## src/rtl/pipe_add_sub.sv

```systemverilog
// Two-stage carry-select add/subtract with valid/ready flow control.
// Define PIPE_ADD_SUB_SAT_EN to enable signed saturation when sat is set.
module pipe_add_sub #(
    parameter int WIDTH = 32,
    parameter int BLOCK = 8
) (
    input  logic             clock,
    input  logic             reset_n,
    input  logic             in_valid,
    output logic             in_ready,
    input  logic [WIDTH-1:0] a,
    input  logic [WIDTH-1:0] b,
    input  logic             sub,
    input  logic             sat,
    output logic             out_valid,
    input  logic             out_ready,
    output logic [WIDTH-1:0] s,
    output logic             cout,
    output logic             ovf,
    output logic             zero
);

    localparam int NB = WIDTH / BLOCK;
    localparam logic [BLOCK:0] ONE = (BLOCK+1)'(1);
    localparam logic [WIDTH-1:0] SMAX = {1'b0, {(WIDTH-1){1'b1}}};
    localparam logic [WIDTH-1:0] SMIN = {1'b1, {(WIDTH-1){1'b0}}};
`ifdef PIPE_ADD_SUB_SAT_EN
    localparam bit SAT_EN = 1'b1;
`else
    localparam bit SAT_EN = 1'b0;
`endif

    // stage 1 state
    logic             v1_q, v1_d;
    logic [WIDTH-1:0] bs0_q, bs0_d;
    logic [WIDTH-1:0] bs1_q, bs1_d;
    logic [NB-1:0]    gp_q, gp_d;
    logic [NB-1:0]    gg_q, gg_d;
    logic             sub1_q, sub1_d;
    logic             sat1_q, sat1_d;
    logic             as_q, as_d;
    logic             bs_q, bs_d;

    // stage 2 state
    logic             v2_q, v2_d;
    logic [WIDTH-1:0] s_q, s_d;
    logic             cout_q, cout_d;
    logic             ovf_q, ovf_d;
    logic             zero_q, zero_d;

    logic             ld1, ld2;
    logic [WIDTH-1:0] bp;
    logic [BLOCK:0]   blk0, blk1;
    logic             c;
    logic [WIDTH-1:0] sum;
    logic [WIDTH-1:0] fin;
    logic             of;

    // a register loads when empty or when its contents move on this cycle
    assign ld2      = !v2_q || out_ready;
    assign ld1      = !v1_q || ld2;
    assign in_ready = ld1;
    assign bp       = sub ? ~b : b;

    // stage 1: per-block sums for both carry-ins plus group P/G
    always_comb begin
        v1_d   = v1_q;
        bs0_d  = bs0_q;
        bs1_d  = bs1_q;
        gp_d   = gp_q;
        gg_d   = gg_q;
        sub1_d = sub1_q;
        sat1_d = sat1_q;
        as_d   = as_q;
        bs_d   = bs_q;
        blk0   = '0;
        blk1   = '0;
        if (ld1) begin
            v1_d = in_valid;
            if (in_valid) begin
                sub1_d = sub;
                sat1_d = sat;
                as_d   = a[WIDTH-1];
                bs_d   = bp[WIDTH-1];
                for (int i = 0; i < NB; i++) begin
                    blk0 = {1'b0, a[i*BLOCK +: BLOCK]}
                         + {1'b0, bp[i*BLOCK +: BLOCK]};
                    blk1 = blk0 + ONE;
                    bs0_d[i*BLOCK +: BLOCK] = blk0[BLOCK-1:0];
                    bs1_d[i*BLOCK +: BLOCK] = blk1[BLOCK-1:0];
                    gg_d[i] = blk0[BLOCK];
                    gp_d[i] = &(a[i*BLOCK +: BLOCK] ^ bp[i*BLOCK +: BLOCK]);
                end
            end
        end
    end

    // stage 2 datapath: block carries from group P/G, then select and flag
    always_comb begin
        c   = sub1_q;
        sum = '0;
        for (int i = 0; i < NB; i++) begin
            sum[i*BLOCK +: BLOCK] = c ? bs1_q[i*BLOCK +: BLOCK]
                                      : bs0_q[i*BLOCK +: BLOCK];
            c = gg_q[i] | (gp_q[i] & c);
        end
        of  = (as_q == bs_q) && (sum[WIDTH-1] != as_q);
        fin = sum;
        if (SAT_EN && sat1_q && of) begin
            fin = as_q ? SMIN : SMAX;
        end
    end

    // stage 2 register load control
    always_comb begin
        v2_d   = v2_q;
        s_d    = s_q;
        cout_d = cout_q;
        ovf_d  = ovf_q;
        zero_d = zero_q;
        if (ld2) begin
            v2_d = v1_q;
            if (v1_q) begin
                s_d    = fin;
                cout_d = c;
                ovf_d  = of;
                zero_d = (fin == '0);
            end
        end
    end

    // pipeline registers
    always_ff @(posedge clock or negedge reset_n) begin
        if (!reset_n) begin
            v1_q   <= 1'b0;
            bs0_q  <= '0;
            bs1_q  <= '0;
            gp_q   <= '0;
            gg_q   <= '0;
            sub1_q <= 1'b0;
            sat1_q <= 1'b0;
            as_q   <= 1'b0;
            bs_q   <= 1'b0;
            v2_q   <= 1'b0;
            s_q    <= '0;
            cout_q <= 1'b0;
            ovf_q  <= 1'b0;
            zero_q <= 1'b0;
        end else begin
            v1_q   <= v1_d;
            bs0_q  <= bs0_d;
            bs1_q  <= bs1_d;
            gp_q   <= gp_d;
            gg_q   <= gg_d;
            sub1_q <= sub1_d;
            sat1_q <= sat1_d;
            as_q   <= as_d;
            bs_q   <= bs_d;
            v2_q   <= v2_d;
            s_q    <= s_d;
            cout_q <= cout_d;
            ovf_q  <= ovf_d;
            zero_q <= zero_d;
        end
    end

    assign out_valid = v2_q;
    assign s         = s_q;
    assign cout      = cout_q;
    assign ovf       = ovf_q;
    assign zero      = zero_q;

endmodule

```

## config.mk

```make
export PLATFORM = sky130hd
export DESIGN_NAME = pipe_add_sub
export DESIGN_NICKNAME = d
export VERILOG_FILES = /design/src/rtl/pipe_add_sub.sv
export SDC_FILE = /design/constraint.sdc
export NUM_CORES = 1
export LEC_CHECK = 0
export BUFFER_PORTS_ARGS = -buffer_cell sky130_fd_sc_hd__buf_2
export CELL_PAD_IN_SITES_DETAIL_PLACEMENT = 0
export CELL_PAD_IN_SITES_GLOBAL_PLACEMENT = 1
export CORE_ASPECT_RATIO = 0.75
export CORE_MARGIN = 4
export CORE_UTILIZATION = 40
export DETAILED_ROUTE_END_ITERATION = 12
export PLACE_DENSITY_LB_ADDON = 0.15
export SLEW_MARGIN = 0
export SYNTH_ARGS = -nofsm -noshare
export SYNTH_HDL_FRONTEND = slang
export SYNTH_SLANG_ARGS = --single-unit
```

## constraint.sdc

```tcl
create_clock -name clock -period 2.1 [get_ports clock]
set_input_delay 0.105 -clock clock [delete_from_list [all_inputs] [get_ports clock]]
set_output_delay 0.105 -clock clock [all_outputs]
set_load 0.02 [all_outputs]
```

==> impl_results.md, run 1 <==
- Vias in the first global route: ~5700
- Starting Density: approximately 41%
- PortBufs: approximately 110
- Critical R2R Capture: ovf
- Vias: 5527
- Lkg Pwr: between 4 and 5 nW
- HP Class: in2reg
- Synthesized cell area: 6892 um2
- Root Buffer: clkbuf_16
- Fin crit share: 92.45%
- Synthesis-stage register bit count: roughly 110
- Initial antenna violation count: 0
- Finished Layout Cells: 1098
- Hold path startpoint: a[31]
- Syn Nets: just over 800
- Yosys Warn Count: 0
- GRT Overall Usage: approximately 17%
- CTS tree: built
- Worst reg-to-reg path cell count: 6
- WHS Endpoint: as_q
- Setup CP Type: in2reg
- Synth Flop Type: dfrtp_1
- Avg Inst Size Synth: around 9.9 um2
- Synth unique cells: 67
- VDD IR max: 0.4687 mV
- Row count: 41
- Clock buffer depth: 2
- Crit end category: flip-flop
- Post-synthesis sequential area ratio: between 40 and 50%
- Setup crit start kind: input port
- Routability cong.: around 0.80
- DRT Pass-1 Iters: 6
- Post-DP HPWL: ~13000 um
- Post-DR wirelength/cell: 14.44 um
- Final max-slew violation count: 0
- Drt via density: a little over 5
- Core area: 16880 um2
- Post-synthesis cell count: a little under 700
- Min Clock Period, post-route: 1.941 ns
- Die Wd: between 150 and 200 um
- Worst setup slack after layout: 0.1585 ns
- Most common cell in the netlist: dfrtp_1
- Most frequent cells after synthesis: dfrtp_1 (112), nand2_1 (99), o21ai_0 (64), xor2_1 (49), ha_1 (38)
- First-pass GRT wire length: roughly 28000 um
- Pre-CTS setup slack: -0.2550 ns
- Clk_skew: approximately 0.0084 ns
- TritonCTS Buffers: 9
- Post-synth top area cell: dfrtp_1
- Worst Path Required: 2.32 ns
- Final setup TNS: 0 ns
- Hold slack: approximately 0.031 ns
- Finish-stage setup viols: 0
- Hold path cells: 2
- Total wire length: ~16000 um
- Largest net degree at the start of global routing: just under 70
- CP Max Fanout: 17
- WP data arrival: between 2 and 2.5 ns
- Max_cap viols: 0
- Die H: between 100 and 150 um
- Sink Count: 112
- Share of cells above drive strength 1: 33.30%
- Cells after DPL: 1079
- Share of the synthesized area in the top cell type: roughly two fifths
- Worst reg2reg setup slack: 0.28 ns
- Layout Nets: 990
- Antenna diode count: 0
- H-tree Lvls: 3
- Worst-path clk slew: roughly 0.070 ns
- FMAX: just over 0.5 GHz
- Syn-to-layout area delta: 27.61%
- Worst skew pair latency: between 0.3 and 0.4 ns
- Number of synthesized flops with an enable pin: 0
- RSZ-0062 raised after global routing: no
- Reg2reg start: gp_q[0]
- DIE AREA: a little under 20000 um2
- Asr flop ratio synth: between 90% and 100%
- DRC Markers: 0
- # IOs: 107
- Starting DRT DRC Count: ~210
- Top post-synthesis cells by area: dfrtp_1 (41%), ha_1 (6.9%), xor2_1 (6.2%), nand2_1 (5.4%), mux2_2 (5.1%)
- Routed Antenna Nets: 0
- Slew headroom: 68.92%
- Outcome: completed
- Global route overflow: 0
- PD cells: approximately 980 nW/um2
- Actual slew at the worst max-slew pin: about 0.46 ns
- Fin. Hold Viols: 0
cell usage in the layout, fill, tap and decap left out, types with 31 or more instances in the layout:
cell type / netlist / final
buf_2: 10 / 104
buf_4: 0 / 91
dfrtp_1: 112 / 112
ha_1: 38 / 34
mux2_2: 31 / 31
mux2i_1: 31 / 31
nand2_1: 99 / 97
o21ai_0: 64 / 64
xor2_1: 49 / 49
metal layers:
layer | global-route usage, % | vias to the layer above | wire length, um | part of all wire (%)
met5 | 0 | - | 0 | 0
met2 | 28.45 | 71 | 7353 | 46
met4 | 3.794 | 0 | 130 | 0.82
met1 | 23.77 | 2604 | 7912 | 50
met3 | 3.077 | 10 | 457 | 2.9
li1 | - | 2842 | - | -
where the power goes:
group          switching, mW  total [mW]  internal, mW
logic                   1.82        3.47          1.65
clock network          0.844        1.80         0.954
registers              0.509        3.36          2.85
final cells by class:
cell class | instances | area (um2)
flip-flops and latches | 112 | 2803
clock inverters | 7 | 87.58
well taps | 215 | 269.0
inverters | 22 | 82.58
multi-input cells | 531 | 4004
fillers | 1576 | 8083
repair buffers | 202 | 1324
clock buffers | 9 | 225.2
flip-flops by register name, summed over array words and instances (netlist names):
register	flops
bs1_q	32
as_q	1
bs0_q	32
sub1_q	1
gp_q	4
out_valid	1
v1_q	1
zero	1
cout	1
bs_q	1
gg_q	4
s	32
ovf	1
kinds of logic (layout without fill, tap and decap cells):
group                    Yosys count  in the layout  synth area share [%]
multiplexers                      62             62                 9.568
AND/OR/NAND/NOR                  208            208                 15.56
AO/OA/AOI/OAI                    146            146                 13.42
buffers and inverters             52            240                 3.123
XOR/XNOR                          73             73                 9.604
flip-flops                       112            112                 40.67
adder cells (fa/ha/maj)           42             42                 8.061
critical path: stages:
cell and delay, ns:
buf_2 0.11, buf_12 0.18, xor2_1 0.18, ha_2 0.23, fa_2 0.25, a211oi_4 0.08, or4b_1 0.52, o2111ai_2 0.15
nand4_2 0.12, xnor2_1 0.17, o21ai_1 0.07
worst max-delay path by stage:
stage / from / to / slack, ns
2_1_floorplan: sub / bs1_q[22] / -0.09
3_3_place_gp: sub / bs1_q[31] / -0.21
3_5_place_dp: sub / bs1_q[31] / -0.26
4_1_cts: sub / bs1_q[31] / 0.12
5_1_grt: sub / bs1_q[13] / 0.01
6_report: sub / bs1_q[31] / 0.16
timing repair:
action                     in CTS  in global routing
setup endpoints to repair       0                  4
gates resized for setup         0                  3
hold endpoints to repair       30                  0
buffers inserted                0                  1
hold buffers                    2                  0
metrics by stage:
stage	power, mW	area, um2	utilization, %
after CTS	8.724	8771	51.97
after global placement	6.808	8438	50.00
after floorplan	5.527	7037	-
after detailed placement	6.902	8438	50.00
final	8.631	8795	52.11
after global routing	9.289	8795	52.11
Power figures use the tool's default switching activity.
==> run 2, diff against run 1 <==
--- a/config.mk
+++ b/config.mk
@@ -5,6 +5,7 @@
 export SDC_FILE = /design/constraint.sdc
 export NUM_CORES = 1
 export LEC_CHECK = 0
+export ABC_CLOCK_PERIOD_IN_PS = 2100
 export BUFFER_PORTS_ARGS = -buffer_cell sky130_fd_sc_hd__buf_2
 export CELL_PAD_IN_SITES_DETAIL_PLACEMENT = 0
 export CELL_PAD_IN_SITES_GLOBAL_PLACEMENT = 1
@@ -13,6 +14,7 @@
 export CORE_UTILIZATION = 40
 export DETAILED_ROUTE_END_ITERATION = 12
 export PLACE_DENSITY_LB_ADDON = 0.15
+export SETUP_SLACK_MARGIN = 0.5
 export SLEW_MARGIN = 0
 export SYNTH_ARGS = -nofsm -noshare
 export SYNTH_HDL_FRONTEND = slang
==> run 2 against run 1 <==
Net effect: sequential share of layout area fell by 4.1 points; design area increased by 15%; flip-flop and latch count unchanged; hold slack got worse by 0.021 ns; combinational power increased by 24%; worst setup slack worse by 0.017 ns; wire length increased by 9.0%; clock skew shrank 0.0018 ns.
==> impl_results.md, run 2 (synthesis gave the netlist of run 1 again) <==
- PD cells: 921.3 nW/um2 (-6.1%)
- Die Wd: 159.6 um (unchanged)
- Die H: 121.7 um (unchanged)
- Min Clock Period, post-route: 1.958 ns (+0.01700 ns)
- Syn-to-layout area delta: 46.73%
- Fin crit share: 93.26% (+0.81 points)
- Total wire length: 17280 um (+9.0%)
- Share of cells above drive strength 1: 46.96% (+14 points)
- Clk_skew: 0.006683 ns (-0.001754 ns)
- Routability cong.: 0.8070 (+1.1%)
- Max_cap viols: 0 (unchanged)
- HP Class: in2reg
- Final setup TNS: 0 ns (unchanged)
- Vias: 5759 (+4.2%)
- Starting Density: 40.83% (unchanged)
- Actual slew at the worst max-slew pin: 0.6948 ns (+0.2329 ns)
- TritonCTS Buffers: 9 (unchanged)
- DRC Markers: 0 (unchanged)
- Routed Antenna Nets: 0 (unchanged)
- Sink Count: 112 (unchanged)
- Multi-input logic area: 4877 um2 (+22%)
- Internal Power: 5.881 mW (+7.8%)
- Gate power share: 46.1% (+5.9 points)
- Setup CP Type: in2reg
- DIE AREA: 19420 um2 (unchanged)
- WP data arrival: 2.20 ns (+0.03 ns)
- Finish-stage setup viols: 0 (unchanged)
- Fin. Hold Viols: 0 (unchanged)
- Initial antenna violation count: 1 (+1)
- Global route overflow: 0 (unchanged)
- Worst path top cell family by delay: XOR/XNOR gates
- Pre-CTS setup slack: -0.2640 ns (-0.009019 ns)
- Crit path max-delay cell type: fa_2
- Setup crit start kind: input port
- Worst skew pair latency: 0.35 ns (about the same)
- Outcome: completed
- Lkg Pwr: 4.622 nW (+9.3%)
- Most frequent cells in the layout: dfrtp_1 (111), buf_2 (103), buf_4 (95)
- Final max-slew violation count: 0 (unchanged)
- Largest net degree at the start of global routing: 61 (-12%)
- # IOs: 107 (unchanged)
- Sw Ratio: 36.87% (+0.10 points)
- Antenna diode count: 0 (unchanged)
- Root Buffer: clkbuf_16
- Post-DP HPWL: 12760 um (+1.8%)
- Worst setup slack after layout: 0.1415 ns (-0.01700 ns)
- RSZ-0062 raised after global routing: yes
- PortBufs: 105 (unchanged)
- FMAX: 0.5106 GHz (-0.87%)
- CP Max Fanout: 5 (-12)
- CTS tree: built
- Clock buffer depth: 2 (unchanged)
- Clock share of power: 17.7% (-3.1 points)
- Hold slack: 0.01022 ns (-0.02074 ns)
- # fillers: 1374 (-13%)
- Slew headroom: 53.68% (-15 points)
- Post-DR wirelength/cell: 15.23 um (+5.5%)
- Seq pwr share: 36.2% (-2.8 points)
- FF+latch area: 2804 um2 (about the same)
- First-pass GRT wire length: 28120 um (+1.9%)
- Worst Path Required: 2.34 ns (+0.02 ns)
- Crit end category: flip-flop
- Crit path cell chain: buf_12, buf_8, buf_6, xor2_2, inv_1, fa_2, and2b_1, o22a_4, xor2_4, nand4_1, xnor2_2, o21ai_1
- Drt via density: 5.074 (+0.80%)
- DRT Pass-1 Iters: 4 (-2)
- Worst-path clk slew: 0.07 ns (about the same)
- Starting DRT DRC Count: 252 (+22%)
- GRT Overall Usage: 17.45% (+0.29 points)
- Slowest stage delay, CP: 0.37 ns (-0.15 ns)
- Core area: 16880 um2 (unchanged)
- Vias in the first global route: 5889 (+2.8%)
- Layout Nets: 1027 (+3.7%)
- Sw Pwr: 3.435 mW (+8.2%)
- Critical path buffer and inverter count: 4 (+2)
- Most common cell after layout, fill and taps aside: dfrtp_1
- VDD IR max: 0.5977 mV (+28%)
- Row count: 41 (unchanged)
- H-tree Lvls: 3 (unchanged)
-- run 2: cell count changes in the layout (fill, tap and decap cells not counted), moves of 8 or more --
cell     delta
nand3_1    -10
a21oi_1     -8
ha_4       +13
o21ai_0    -22
ha_1       -14
xor2_1     -18
o21ai_1    +14
buf_6      +27
xor2_2     +16
-- run 2: power by group through the flow --
| stage | Combinational (mW) | Sequential, mW | Clock [mW] |
|---|---|---|---|
| final | 4.29 | 3.37 | 1.65 |
| after global routing | 4.69 | 3.48 | 1.78 |
| after CTS | 3.92 | 3.38 | 1.68 |
| after detailed placement | 3.60 | 3.42 | 0 |
| after global placement | 3.53 | 3.39 | 0 |
| after floorplan | 2.09 | 3.59 | 0 |
-- run 2: worst paths after layout --
path                                from         to  slack (ns)  cells after the start
worst max-delay path                 sub  bs1_q[22]        0.14                     12
worst min register to register     s[18]      s[18]        0.48                      2
worst max register to register    sub1_q        ovf        0.30                      6
min in group asynchronous        reset_n  bs1_q[14]        0.34                      2
worst min-delay path            in_valid       v1_q        0.01                      2
max in group asynchronous        reset_n  bs1_q[17]        1.12                      3
-- run 2: area by class of cell --
| class | instances | area share (%) |
|---|---|---|
| sequential | 112 | 27.73 |
| inverter | 22 | 0.8414 |
| multi-input combinational | 531 | 48.23 |
| clock buffer | 13 | 2.574 |
| tap | 215 | 2.660 |
| clock inverter | 3 | 0.2598 |
| timing repair buffer | 239 | 17.71 |
-- run 2: repair_timing --
| action | CTS | global route |
|---|---|---|
| gates cloned | 1 | 1 |
| gates resized for setup | 74 | 96 |
| hold endpoints to repair | 48 | 0 |
| hold buffers | 1 | 0 |
| setup buffers | 15 | 18 |
| endpoints found under the setup margin | 68 | 70 |
| pin swaps | 57 | 64 |
-- run 2: stage by stage --
| stage | total power, mW | utilization (%) | cells | cell area (um2) |
|---|---|---|---|---|
| 2_1_floorplan | 5.675 | - | 695 | 7228 |
| 3_3_place_gp | 6.921 | 51.37 | 1083 | 8670 |
| 3_5_place_dp | 7.017 | 51.37 | 1083 | 8670 |
| 4_1_cts | 8.982 | 56.05 | 1116 | 9459 |
| 5_1_grt | 9.950 | 59.92 | 1135 | 10110 |
| 6_report | 9.317 | 59.92 | 1135 | 10110 |
-- run 2: per-layer routing --
| metal | GRT usage (%) | share of wire (%) |
|---|---|---|
| met1 | 24.00 | 47 |
| met2 | 28.80 | 48 |
| met3 | 3.551 | 3.1 |
| met4 | 3.902 | 1.2 |
| met5 | 0 | 0.040 |
-- run 2: worst register-to-register path: stages (launching register included) --
cell and delay (ns):
dfrtp_1 0.38, a21o_1 0.22, a21o_1 0.21, a21oi_4 0.25, mux2i_4 0.30, nor4_2 0.05, a221o_1 0.26
==> run 3, diff against run 2 <==
--- a/config.mk
+++ b/config.mk
@@ -9,7 +9,6 @@
 export BUFFER_PORTS_ARGS = -buffer_cell sky130_fd_sc_hd__buf_2
 export CELL_PAD_IN_SITES_DETAIL_PLACEMENT = 0
 export CELL_PAD_IN_SITES_GLOBAL_PLACEMENT = 1
-export CORE_ASPECT_RATIO = 0.75
 export CORE_MARGIN = 4
 export CORE_UTILIZATION = 40
 export DETAILED_ROUTE_END_ITERATION = 12
==> run 3 against run 2 <==
Net effect: power increased by 0.29%; clock skew about the same; sequential power about the same; highest routed layer is now met4; worst setup slack improved by 0.017 ns; final cell count about the same; critical path depth decreased by 2; clock-buffer cell count decreased by 4; design area decreased by 2.0%; wire length decreased by 0.72%; via count decreased by 0.10%.
==> impl_results.md, run 3 (synthesis gave the netlist of run 1 again) <==
- Outcome: completed
- DRC Markers: 0 (unchanged)
- CP Max Fanout: 5 (unchanged)
- Crit path cell chain: buf_12, buf_6, buf_6, xor2_1, ha_1, and3b_2, a2111oi_4, o211ai_1, buf_4, mux2_2
- Setup CP Type: in2reg
- PD cells: 942.7 nW/um2 (+2.3%)
- Most frequent CP cell: buf_6
- FMAX: 0.5152 GHz (+0.89%)
- Post-DR wirelength/cell: 15.11 um (-0.80%)
- Total power: 9.343 mW (+0.29%)
- RSZ-0062 raised after global routing: yes
- DRT Pass-1 Iters: 4 (unchanged)
- Drt via density: 5.064 (-0.19%)
- Vias: 5753 (-0.10%)
- Routed Antenna Nets: 0 (unchanged)
- WP data arrival: 2.18 ns (-0.02 ns)
- Starting DRT DRC Count: 182 (-28%)
- Antenna diode count: 0 (unchanged)
- Clock buffer depth: 2 (unchanged)
- TritonCTS Buffers: 9 (unchanged)
- Actual slew at the worst max-slew pin: 0.6321 ns (-0.06273 ns)
- First-pass GRT wire length: 28800 um (+2.4%)
- Fin. Hold Viols: 0 (unchanged)
- CTS tree: built
- Layout Nets: 1023 (-0.39%)
- Most frequent cells in the layout: dfrtp_1 (111), buf_2 (103), buf_4 (95)
- Slowest stage delay, CP: 0.35 ns (-0.02 ns)
- Starting Density: 41.12% (+0.29 points)
- PortBufs: 105 (unchanged)
- Pre-CTS setup slack: -0.3311 ns (-0.06712 ns)
- Final max-slew violation count: 0 (unchanged)
- HP Class: in2reg
- Die H: 139.3 um (+14%)
- Finish-stage setup viols: 0 (unchanged)
- Slew headroom: 57.47% (+3.8 points)
- Worst skew pair latency: 0.35 ns (about the same)
- Setup crit start kind: input port
- Worst setup slack after layout: 0.1589 ns (+0.01735 ns)
- Share of cells above drive strength 1: 45.52% (-1.4 points)
- Min Clock Period, post-route: 1.941 ns (-0.01735 ns)
- H-tree Lvls: 3 (unchanged)
- Crit end category: flip-flop
- Global route overflow: 0 (unchanged)
- Root Buffer: clkbuf_16
- Largest net degree at the start of global routing: 42 (-31%)
- Syn-to-layout area delta: 43.81%
- Hold slack: 0.01503 ns (+0.004819 ns)
- Core area: 16760 um2 (-0.70%)
- Crit path max-delay cell type: a2111oi_4
- VDD IR max: 0.4602 mV (-23%)
- Routability cong.: 0.8136 (+0.82%)
- Worst Path Required: 2.34 ns (about the same)
- Max_cap viols: 0 (unchanged)
- # IOs: 107 (unchanged)
- Total wire length: 17160 um (-0.72%)
- Worst-path clk slew: 0.07 ns (about the same)
- Initial antenna violation count: 0 (-1)
- Hold path cells: 2 (unchanged)
- Row count: 47 (+15%)
- Final setup TNS: 0 ns (unchanged)
- Vias in the first global route: 5966 (+1.3%)
- Die Wd: 139.3 um (-13%)
- Sink Count: 112 (unchanged)
- GRT Overall Usage: 17.80% (+0.34 points)
- Clk_skew: 0.006506 ns (-0.0001766 ns)
- Post-DP HPWL: 13000 um (+1.9%)
- Fin crit share: 92.44% (-0.83 points)
- Lkg Pwr: 4.569 nW (-1.1%)
- DIE AREA: 19390 um2 (-0.11%)
- Worst reg-to-reg path cell count: 6 (unchanged)
- Most common cell after layout, fill and taps aside: dfrtp_1
## run 3: cell count changes in the layout (fill, tap and decap cells not counted), sizes merged, moves of 2 or more
cell | previous run | this run
clkbuf | 14 | 9
clkinvlp | 0 | 2
buf | 237 | 233
clkinv | 3 | 0
inv | 22 | 26
## run 3: worst paths after layout
path                               from        end  slack [ns]
min in group asynchronous       reset_n      s[14]        0.28
worst max register to register   sub1_q        ovf        0.38
max in group asynchronous       reset_n   bs1_q[9]        1.15
worst min-delay path              a[31]       as_q        0.02
worst min register to register    s[22]      s[22]        0.48
worst max-delay path                sub  bs0_q[14]        0.16
## run 3: what timing repair did
item,CTS,global route
resized for setup,84,61
setup endpoints to repair,63,83
cloned,2,0
pin swaps,64,61
setup buffers,19,11
hold buffers,2,0
endpoints found under the hold margin,39,0
## run 3: routing by layer
metal	track usage, %	part of all wire [%]	vias to the layer above
met5	0	0	-
met4	4.995	2.2	0
met3	3.156	3.2	25
met2	31.07	51	97
met1	22.73	44	2724
li1	-	-	2907
## run 3: power by group
group	switching, mW	internal, mW
logic	2.11	2.10
registers	0.506	2.85
clock network	0.826	0.951
## run 3: area by class of cell
class,count,area (um2)
Inverter,22,87.58
Clock buffer,9,225.2
Fill cell,1439,6849
Multi-Input combinational cell,531,4703
Sequential cell,112,2804
Clock inverter,7,85.08
Timing Repair Buffer,235,1730
Tap cell,220,275.3
## run 3: metrics by stage
step	cells	instance area [um2]	utilization, %
after floorplan	695	7228	-
after global placement	1086	8648	51.60
after detailed placement	1086	8648	51.60
after CTS	1125	9545	56.95
after global routing	1136	9911	59.13
final	1136	9911	59.13
## run 3: worst max-delay path: cells and delay by family
family	cells	cell delay, ns
adder cells (fa/ha/maj)	1	0.34
AO/OA/AOI/OAI	2	0.53
multiplexers	1	0.25
XOR/XNOR	1	0.15
buffers and inverters	4	0.56
AND/OR/NAND/NOR	1	0.25
